$ cat src/rtl/odd_even_sorter.sv
// Batch sorter: loads N unsigned words, sorts them with odd-even transposition
// (one phase per cycle), then streams them out smallest first.
// Optional macro ODD_EVEN_SORTER_EARLY_EXIT_EN leaves SORT early once the array is settled.
module odd_even_sorter #(
  parameter int N = 8,
  parameter int W = 8
) (
  input  logic         clk,
  input  logic         rst,
  input  logic         in_valid,
  output logic         in_ready,
  input  logic [W-1:0] in_data,
  output logic         out_valid,
  input  logic         out_ready,
  output logic [W-1:0] out_data,
  output logic         busy
);

  localparam int IW = $clog2(N);
  localparam logic [IW-1:0] LAST = IW'(N - 1);
  localparam logic [IW-1:0] ONE  = IW'(1);

  typedef enum logic [1:0] {
    LOAD   = 2'd0,
    SORT   = 2'd1,
    UNLOAD = 2'd2
  } state_e;

  state_e        state_q, state_d;
  logic [W-1:0]  r_q [N];
  logic [W-1:0]  r_d [N];
  logic [IW-1:0] idx_q, idx_d;
  logic [IW-1:0] phase_q, phase_d;
  logic          in_ready_q, in_ready_d;
  logic          out_valid_q, out_valid_d;
  logic          busy_q, busy_d;
  logic          load_fire, unload_fire, sort_done;
`ifdef ODD_EVEN_SORTER_EARLY_EXIT_EN
  logic          swap_any;
  logic          prev_swap_q, prev_swap_d;
`endif

  // Handshake: a word moves when valid and ready are both high at posedge clk;
  // ready/valid come from registered state only, never from the partner's signal.
  assign load_fire   = (state_q == LOAD) && in_valid;
  assign unload_fire = (state_q == UNLOAD) && out_ready;

  assign in_ready  = in_ready_q;
  assign out_valid = out_valid_q;
  assign busy      = busy_q;
  assign out_data  = r_q[idx_q];

  // State register
  always_ff @(posedge clk) begin
    if (rst) begin
      state_q     <= LOAD;
      in_ready_q  <= 1'b1;
      out_valid_q <= 1'b0;
      busy_q      <= 1'b0;
    end else begin
      state_q     <= state_d;
      in_ready_q  <= in_ready_d;
      out_valid_q <= out_valid_d;
      busy_q      <= busy_d;
    end
  end

  // Next-state logic
  always_comb begin
    state_d = state_q;
    case (state_q)
      LOAD:    if (load_fire && idx_q == LAST) state_d = SORT;
      SORT:    if (sort_done) state_d = UNLOAD;
      UNLOAD:  if (unload_fire && idx_q == LAST) state_d = LOAD;
      default: state_d = LOAD;
    endcase
  end

  // Handshake outputs are registered copies of the upcoming state
  always_comb begin
    in_ready_d  = (state_d == LOAD);
    out_valid_d = (state_d == UNLOAD);
    busy_d      = (state_d == SORT);
  end

  always_comb begin
    r_d       = r_q;
    idx_d     = idx_q;
    phase_d   = phase_q;
    sort_done = 1'b0;
`ifdef ODD_EVEN_SORTER_EARLY_EXIT_EN
    swap_any    = 1'b0;
    prev_swap_d = prev_swap_q;
`endif
    case (state_q)
      LOAD: begin
        if (load_fire) begin
          r_d[idx_q] = in_data;
          idx_d      = (idx_q == LAST) ? '0 : idx_q + ONE;
          phase_d    = '0;
        end
      end
      SORT: begin
        // Even phases pair (0,1),(2,3)...; odd phases pair (1,2),(3,4)...
        for (int i = 0; i < N - 1; i++) begin
          if ((i % 2) == int'(phase_q[0])) begin
            if (r_q[i] > r_q[i+1]) begin
              r_d[i]   = r_q[i+1];
              r_d[i+1] = r_q[i];
`ifdef ODD_EVEN_SORTER_EARLY_EXIT_EN
              swap_any = 1'b1;
`endif
            end
          end
        end
`ifdef ODD_EVEN_SORTER_EARLY_EXIT_EN
        prev_swap_d = swap_any;
        sort_done   = (phase_q == LAST) ||
                      ((phase_q != '0) && !swap_any && !prev_swap_q);
`else
        sort_done   = (phase_q == LAST);
`endif
        phase_d = sort_done ? '0 : phase_q + ONE;
        if (sort_done) idx_d = '0;
      end
      UNLOAD: begin
        if (unload_fire) idx_d = (idx_q == LAST) ? '0 : idx_q + ONE;
      end
      default: begin
        idx_d   = '0;
        phase_d = '0;
      end
    endcase
  end

  always_ff @(posedge clk) begin
    if (rst) begin
      for (int i = 0; i < N; i++) r_q[i] <= '0;
      idx_q   <= '0;
      phase_q <= '0;
`ifdef ODD_EVEN_SORTER_EARLY_EXIT_EN
      prev_swap_q <= 1'b0;
`endif
    end else begin
      for (int i = 0; i < N; i++) r_q[i] <= r_d[i];
      idx_q   <= idx_d;
      phase_q <= phase_d;
`ifdef ODD_EVEN_SORTER_EARLY_EXIT_EN
      prev_swap_q <= prev_swap_d;
`endif
    end
  end

endmodule

$ cat config.mk
export PLATFORM = sky130hd
export DESIGN_NAME = odd_even_sorter
export DESIGN_NICKNAME = d
export VERILOG_FILES = /design/src/rtl/odd_even_sorter.sv
export SDC_FILE = /design/constraint.sdc
export NUM_CORES = 1
export LEC_CHECK = 0
export ABC_AREA = 1
export CORE_MARGIN = 2
export CORE_UTILIZATION = 50
export CTS_BUF_LIST = sky130_fd_sc_hd__clkbuf_8
export DETAILED_ROUTE_END_ITERATION = 6
export PLACE_DENSITY_LB_ADDON = 0.05
export SLEW_MARGIN = 20
export SYNTH_ARGS = -nofsm -noshare
export SYNTH_HDL_FRONTEND = slang
export SYNTH_SLANG_ARGS = --single-unit
$ cat constraint.sdc
create_clock -name clk -period 2.2 [get_ports clk]
set_input_delay 0.44 -clock clk [delete_from_list [all_inputs] [get_ports clk]]
set_output_delay 0.44 -clock clk [all_outputs]
set_load 0.01 [all_outputs]
-- Yosys cells after proc, flatten, opt, wreduce, memory -nomap -nowiden
Index checks and enable logic that the tools add are counted.
W data, S select, Z words.
- register bits: 75
- input bits: 12
- word-level logic and storage cells: 88
- add/sub/neg operators: 2
- $lt $le $gt $ge: 9
- equality and inequality tests: 12
- multiplexer cells: 36
- bitwise operators: 2
- reductions and logical operators: 13
- operators by type and width (kind ; number):
    $mux W16 ; 15
    $pmux W64 S2 ; 1
    $bwmux W64 ; 1
    $mux W64 ; 1
    $gt A8 B8 Y1 ; 7
    $bmux W8 S3 ; 1
    $demux W8 S3 ; 1
    $mux W8 ; 3
    $mux W3 ; 6
    $pmux W3 S3 ; 2
    $ne A2 B2 Y1 const B ; 6
    $reduce_and A4 Y1 ; 2
    $add A3 B1 Y3 const B ; 2
    $eq A3 B3 Y1 const B ; 2
    $mux W2 ; 3
    $pmux W2 S3 ; 1
    $logic_and A1 B1 Y1 ; 5
    $eq A2 B1 Y1 const B ; 2
    $eq A2 B2 Y1 const B ; 2
    $ge A4 B4 Y1 const B ; 1
    $logic_not A2 Y1 ; 2
    $lt A4 B1 Y1 const B ; 1
    $not A3 Y4 ; 1
    $reduce_and A2 Y1 ; 2
    other kinds (4) ; 4

-- Depth between registers and ports, before layout
Gate-level depths: netlist of the first run.
- depth after elaboration: 17
- depth in mapped cells: 16

-- Least setup slack after synthesis of the first run
Ideal clock, no wire load.
- kind: register -> output
- start point: reg idx_q[0]
- end point: out out_data[5]
- data arrival time: 1.426 ns
- required time: 1.760 ns
- path slack: 0.334 ns
- stages on the path, launching flop included: 7
- buffers on the path: 1
- cells stage by stage: dfxtp_1 -> inv_2 -> nand3_1 -> inv_1 -> clkbuf_1 -> a221oi_1 -> nand2_1
- word-level cells in the longest chain between the ends: 4
- ends and longest elaborated chain (item ; line ; source):
    start: declaration ; 32 ; logic [IW-1:0] idx_q, idx_d;
    start signal: assignment ; 146 ; idx_q <= idx_d;
    $not A3 Y4 (implied by the code) ; 51 ; assign out_data = r_q[idx_q];
    $bmux W8 S3 ; 51 ;
    $mux W8 (implied by the code) (2 in series) ; 51 ;
    end: declaration ; 15 ; output logic [W-1:0] out_data,
No other way between the ends. The select of a mux whose other input is x is not followed.

-- Final worst setup path of the first run
- start point: reg idx_q[0]
- end point: out out_data[6]
Same word-level chain as after synthesis.

==> summary.txt, run 1 <==
Status -> finished clean
Tot GR Track Use -> 0.3576
Final cell count without fillers -> 1371
Most frequent cells in the layout -> 278 x nand2_1, 142 x inv_1, 140 x a21oi_1
Critical Path End Type -> output port
Area of the die -> 14340 um^2
CTS sink cnt -> 75
Routed len/inst -> 18.51 um
Standard-cell row count -> 42
RSZ-0062 raised after global routing -> true
H-tree Lvls -> 3
Final setup vio count -> 0
Fin crit period -> 2198 ps
First-pass GRT wire length -> 39550 um
Routed wire length -> 25380 um
Crit path DAT -> 1760 ps
Slew Viols, Final -> 0
Post-synthesis instance total -> 1093
PD cells -> 553.9 nW/um^2
Max_cap viols -> 0
Vias after detailed routing -> 7781
Setup Skew -> 10.14 ps
Starting Density -> 0.5099
Clock Tree Buf Depth -> 2
Netlist Area Pre-Place -> 6699 um^2
CTS tree -> built
Synth Area per Inst -> 6.129 um^2
Max Fclk -> 455.1 MHz
Fill count -> 1330
Commonest non-fill, non-tap cell in the layout -> nand2_1
Worst-Skew Late Latency -> 380 ps
Total congestion overflow -> 0
DRT antenna net count -> 0
FF-to-FF End -> r_q[37]
Vias in the first global route -> 7113
Crit Path Max Fanout -> 5
R2R Path Start -> r_q[30]
Hold Crit Class -> flip-flop to flip-flop
R2r setup slk -> 150 ps
Final Hold Fails -> 0
Final setup margin -> 2.460 ps
Cells on Worst Hold Path -> 2
Sequential fraction of the synthesis area -> 0.2241
Critical path required time -> 1760 ps
Root Driver -> clkbuf_8
Ant. Diodes -> 0
R2r worst-path depth -> 11
Final Cycle Share -> 0.9989
CTS Buf Count -> 9
GP Congestion -> 0.9929
Register bit total from synthesis -> 75
Number of vias per cell -> 5.675
Number of instances in the placed design -> 1354
Hpwl dp -> 18670 um
Worst min-delay path endpoint -> phase_q[2]
Nets@finish -> 1265
Port Buf Inserts -> 22
Core ar. -> 13140 um^2
WS Path Type -> flip-flop to output port
P_leak -> 3.979 nW
Slew headroom -> 0.6765
Pre-CTS setup slack -> -164.5 ps
Sequential Area -> 1514 um^2
Area grow syn2layout -> 20.27%
I/O pins -> 23
Share of post-route cells with drive strength above 1 -> 0.1598
Warnings from Yosys -> 0
Synth unique cells -> 40
Startpoint type of the worst setup path -> flip-flop
Largest net degree at the start of global routing -> 70
Multi-input gate area -> 4528 um^2
Hold_buf cts -> 0
VDD IR max -> 0.3316 mV
DIE HEIGHT -> 119.8 um
Initial antenna violation count -> 0
Clock slew at reported path FFs -> 80 ps
Worst Max-Slew Pin Slew -> 482.9 ps
Iteration count of the initial detailed-routing pass -> 5
Starting DRT DRC Count -> 648
Remaining DRCs -> 0
Hold Path Origin -> phase_q[2]
Post-Syn Nets -> 1165
Die X -> 119.8 um
==> worst max path at each step <==
| stage | startpoint | endpoint | slack, ps | depth (start not counted) |
|---|---|---|---|---|
| final | idx_q[0] | out_data[6] | 2 | 8 |
| after detailed placement | idx_q[2] | out_data[7] | -160 | 7 |
| after CTS | idx_q[1] | out_data[0] | 10 | 7 |
| after floorplan | idx_q[0] | out_data[5] | 330 | 6 |
| after global routing | idx_q[0] | out_data[6] | -40 | 8 |
| after global placement | idx_q[2] | out_data[2] | -100 | 7 |
==> stage by stage <==
step           power (mW)  utilization  instance area (um^2)  setup TNS [ps]  hold slack (ps)
4_1_cts             4.404       0.6076                  7983               0            474.5
3_5_place_dp        3.436       0.5904                  7756          -887.6            461.5
3_3_place_gp        3.415       0.5904                  7756          -494.5            455.7
5_1_grt             4.731       0.6132                  8056          -86.98            484.5
2_1_floorplan       2.745            -                  6699               0            442.8
6_report            4.462       0.6132                  8056               0            476.1
==> synthesized netlist by cell type (all sizes together) <==
cell       n  share of area
o22ai     16          0.015
nor3       5         0.0088
nand4     18          0.019
clkinv     2         0.0011
a31oi      2         0.0019
dfxtp     75           0.22
nand2    283           0.16
o21ai     63          0.052
o21a       5         0.0056
o211ai     2         0.0030
a21o       2         0.0022
nor2      61          0.037
inv      158          0.089
ha        60           0.11
a21oi    146           0.11
buf       22          0.018
clkbuf    19          0.011
nand3    135           0.10
o2111ai    5         0.0065
a211oi     3         0.0034
o21bai     5         0.0056
a221oi     6         0.0078
==> registers in the layout, summed over array words and instances (netlist names) <==
signal     count
busy           1
idx_q          3
in_ready       1
out_valid      1
phase_q        3
r_q           64
state_q        2
==> where the power goes <==
group	internal, mW	leakage (nW)	switching (mW)
Sequential	1.42	0.612	0.0817
Clock	0.418	0.0799	0.548
Combinational	0.736	3.29	1.26
==> what timing repair did <==
item                                    in CTS  in global routing
pin swaps                                    6                  2
gates resized for setup                     56                 15
endpoints found under the setup margin       8                 34
setup buffers                                2                  2
==> worst max-delay path: stages (launching register included) <==
cell and delay, ps:
dfxtp_4 380, buf_6 130, nor3_4 230, inv_2 60
o22ai_1 170, a21oi_1 60, o2111ai_1 100, buf_4 160
buf_6 90
==> final cells by class <==
type / instances / area share
Clock buffer: 10 / 0.01708
Sequential cell: 75 / 0.1879
Inverter: 160 / 0.07517
Clock inverter: 3 / 0.002174
Tap cell: 176 / 0.02733
Multi-Input combinational cell: 817 / 0.5620
Timing Repair Buffer: 130 / 0.1283
==> per-layer routing <==
layer | routed length [um] | global-route usage | vias up
met2 | 11620 | 0.5804 | 315
li1 | - | - | 3844
met5 | 0 | 0 | -
met3 | 1782 | 0.04468 | 65
met1 | 10860 | 0.4686 | 3557
met4 | 1124 | 0.1772 | 0
==> cells by family after synthesis <==
| group | after synthesis | share of synthesized area |
|---|---|---|
| AOI/OAI and AO/OA | 255 | 0.2161 |
| adders and majority gates | 60 | 0.1121 |
| buffers and inverters | 201 | 0.1182 |
| DFF | 75 | 0.2241 |
| and+or+nand+nor | 502 | 0.3295 |
Power figures use the tool's default switching activity.
==> inputs of run 2 (changes only) <==
--- a/config.mk
+++ b/config.mk
@@ -11,7 +11,7 @@
 export CTS_BUF_LIST = sky130_fd_sc_hd__clkbuf_8
 export DETAILED_ROUTE_END_ITERATION = 6
 export PLACE_DENSITY_LB_ADDON = 0.05
-export SLEW_MARGIN = 20
+export SLEW_MARGIN = 25
 export SYNTH_ARGS = -nofsm -noshare
 export SYNTH_HDL_FRONTEND = slang
 export SYNTH_SLANG_ARGS = --single-unit
==> results of run 2 <==
Same layout as run 1: the final DEF is identical, and so are final timing and power.
==> inputs of run 3 (changes only) <==
--- a/config.mk
+++ b/config.mk
@@ -10,7 +10,8 @@
 export CORE_UTILIZATION = 50
 export CTS_BUF_LIST = sky130_fd_sc_hd__clkbuf_8
 export DETAILED_ROUTE_END_ITERATION = 6
-export PLACE_DENSITY_LB_ADDON = 0.05
+export HOLD_SLACK_MARGIN = 0.1
+export PLACE_DENSITY_LB_ADDON = 0.3
 export SLEW_MARGIN = 25
 export SYNTH_ARGS = -nofsm -noshare
 export SYNTH_HDL_FRONTEND = slang
==> run 3 against run 2 <==
Effect of this change: the run now ends with setup timing left; via count grew 0.73%; clock power grew 19%; critical path depth shrank 1; sequential cell count is the same; cell count grew 0.29%; hold slack gained 1.7 ps; die area is the same; critical path type unchanged.
==> summary.txt, run 3 (synthesis results as in run 1) <==
Die X -> 119.8 um
CTS sink cnt -> 75
Root Driver -> clkbuf_8
CTS Buf Count -> 9
Starting DRT DRC Count -> 717
Remaining DRCs -> 0
Final setup margin -> -36.15 ps
Number of vias per cell -> 5.700
VDD IR max -> 0.4315 mV
DRT antenna net count -> 0
Final core utilization -> 0.6191
Reg with most FFs -> r_q
Top flop regs -> r_q (64), idx_q (3), phase_q (3)
GP Congestion -> 0.9318
P_leak -> 4.011 nW
Max Fclk -> 447.2 MHz
Area of the die -> 14340 um^2
Fin crit period -> 2236 ps
Largest net degree at the start of global routing -> 34
Clock slew at reported path FFs -> 90 ps
Slew Viols, Final -> 0
Total congestion overflow -> 0
Routed len/inst -> 16.89 um
Area grow syn2layout -> 21.42%
Max_cap viols -> 0
H-tree Lvls -> 3
Crit path DAT -> 1800 ps
Worst Max-Slew Pin Slew -> 1121 ps
Startpoint type of the worst setup path -> flip-flop
Clock Tree Buf Depth -> 2
Tot GR Track Use -> 0.3273
Max reg flops -> 64
Hold Crit Class -> flip-flop to flip-flop
Critical path required time -> 1760 ps
Crit Path Max Fanout -> 8
RSZ-0062 raised after global routing -> true
Fill count -> 1295
PD cells -> 571.0 nW/um^2
Nets@finish -> 1266
Vias after detailed routing -> 7838
Starting Density -> 0.5099
Share of post-route cells with drive strength above 1 -> 0.1718
I/O pins -> 23
Standard-cell row count -> 42
Worst-Skew Late Latency -> 390 ps
Ant. Diodes -> 0
Most frequent cells in the layout -> 277 x nand2_1, 143 x inv_1, 136 x a21oi_1
Critical Path End Type -> output port
Port Buf Inserts -> 22
Tot Pwr -> 4.644 mW
Routed wire length -> 23230 um
DIE HEIGHT -> 119.8 um
Hpwl dp -> 16700 um
Core ar. -> 13140 um^2
Final setup vio count -> 3
Setup Skew -> 13.15 ps
Slew headroom -> 0.2501
CTS tree -> built
Commonest non-fill, non-tap cell in the layout -> nand2_1
Final Hold Fails -> 0
Post-route cell area -> 8134 um^2
Iteration count of the initial detailed-routing pass -> 6
Vias in the first global route -> 7125
First-pass GRT wire length -> 36960 um
Failing checks -> setup timing
Area of placed instances -> 7726 um^2
Initial antenna violation count -> 1
Final Cycle Share -> 1.016
Status -> finished with violations
WS Path Type -> flip-flop to output port
run 3: cell types whose count changed in the layout (fill, tap and decap cells not counted), sizes merged:
cell           change
bufinv             +1
inv                +3
clkdlybuf4s15      +1
clkbuf             -1
run 3: where the power goes:
part	switching [mW]	internal (mW)	leakage, nW
sequential	0.0711	1.42	0.613
combinational	1.25	0.751	3.30
clock	0.621	0.532	0.102
total	1.94	2.71	4.01
run 3: routing by layer:
metal | up-vias | wire length [um] | track usage
li1 | 3852 | - | -
met1 | 3599 | 10000 | 0.4316
met2 | 323 | 10570 | 0.5321
met3 | 62 | 1697 | 0.04325
met4 | 2 | 929 | 0.1507
met5 | - | 30 | 0
run 3: through the flow:
step | setup WS (ps) | cells | setup TNS, ps | hold slack (ps)
after floorplan | 334.4 | 1093 | 0 | 442.8
after global placement | -81.20 | 1353 | -455.5 | 452.7
after detailed placement | -94.86 | 1353 | -410.8 | 459.9
after CTS | -60.95 | 1372 | -98.70 | 474.9
after global routing | -90.89 | 1375 | -414.2 | 511.7
final | -36.15 | 1375 | -54.85 | 477.8
run 3: worst paths after layout:
path / startpoint / to / slack [ps] / depth (start not counted)
worst min-delay path: phase_q[1] / phase_q[1] / 480 / 2
worst max-delay path: idx_q[0] / out_data[4] / -40 / 7
worst min register to register: phase_q[1] / phase_q[1] / 480 / 2
worst max register to register: r_q[7] / r_q[1] / 150 / 12
run 3: repair_timing:
item | 4_1_cts | 5_1_grt
buffers inserted | 3 | 3
pin swaps | 5 | 1
hold buffers | 0 | 0
resized for setup | 53 | 28
endpoints found under the setup margin | 8 | 50
run 3: area by class of cell:
class | count | area [um^2] | share of cell area
repair buffers | 131 | 1012 | 0.1244
well taps | 176 | 220.2 | 0.02707
clock inverters | 7 | 76.32 | 0.009383
inverters | 160 | 610.6 | 0.07507
flip-flops and latches | 75 | 1516 | 0.1864
multi-input cells | 817 | 4574 | 0.5624
clock buffers | 9 | 123.9 | 0.01523
run 3: critical path: stages (launching register included):
cell	delay (ps)
dfxtp_4	420
inv_4	70
nor3_4	240
inv_4	100
o22ai_1	190
a221oi_2	50
nand2_1	100
clkdlybuf4s15_2	230
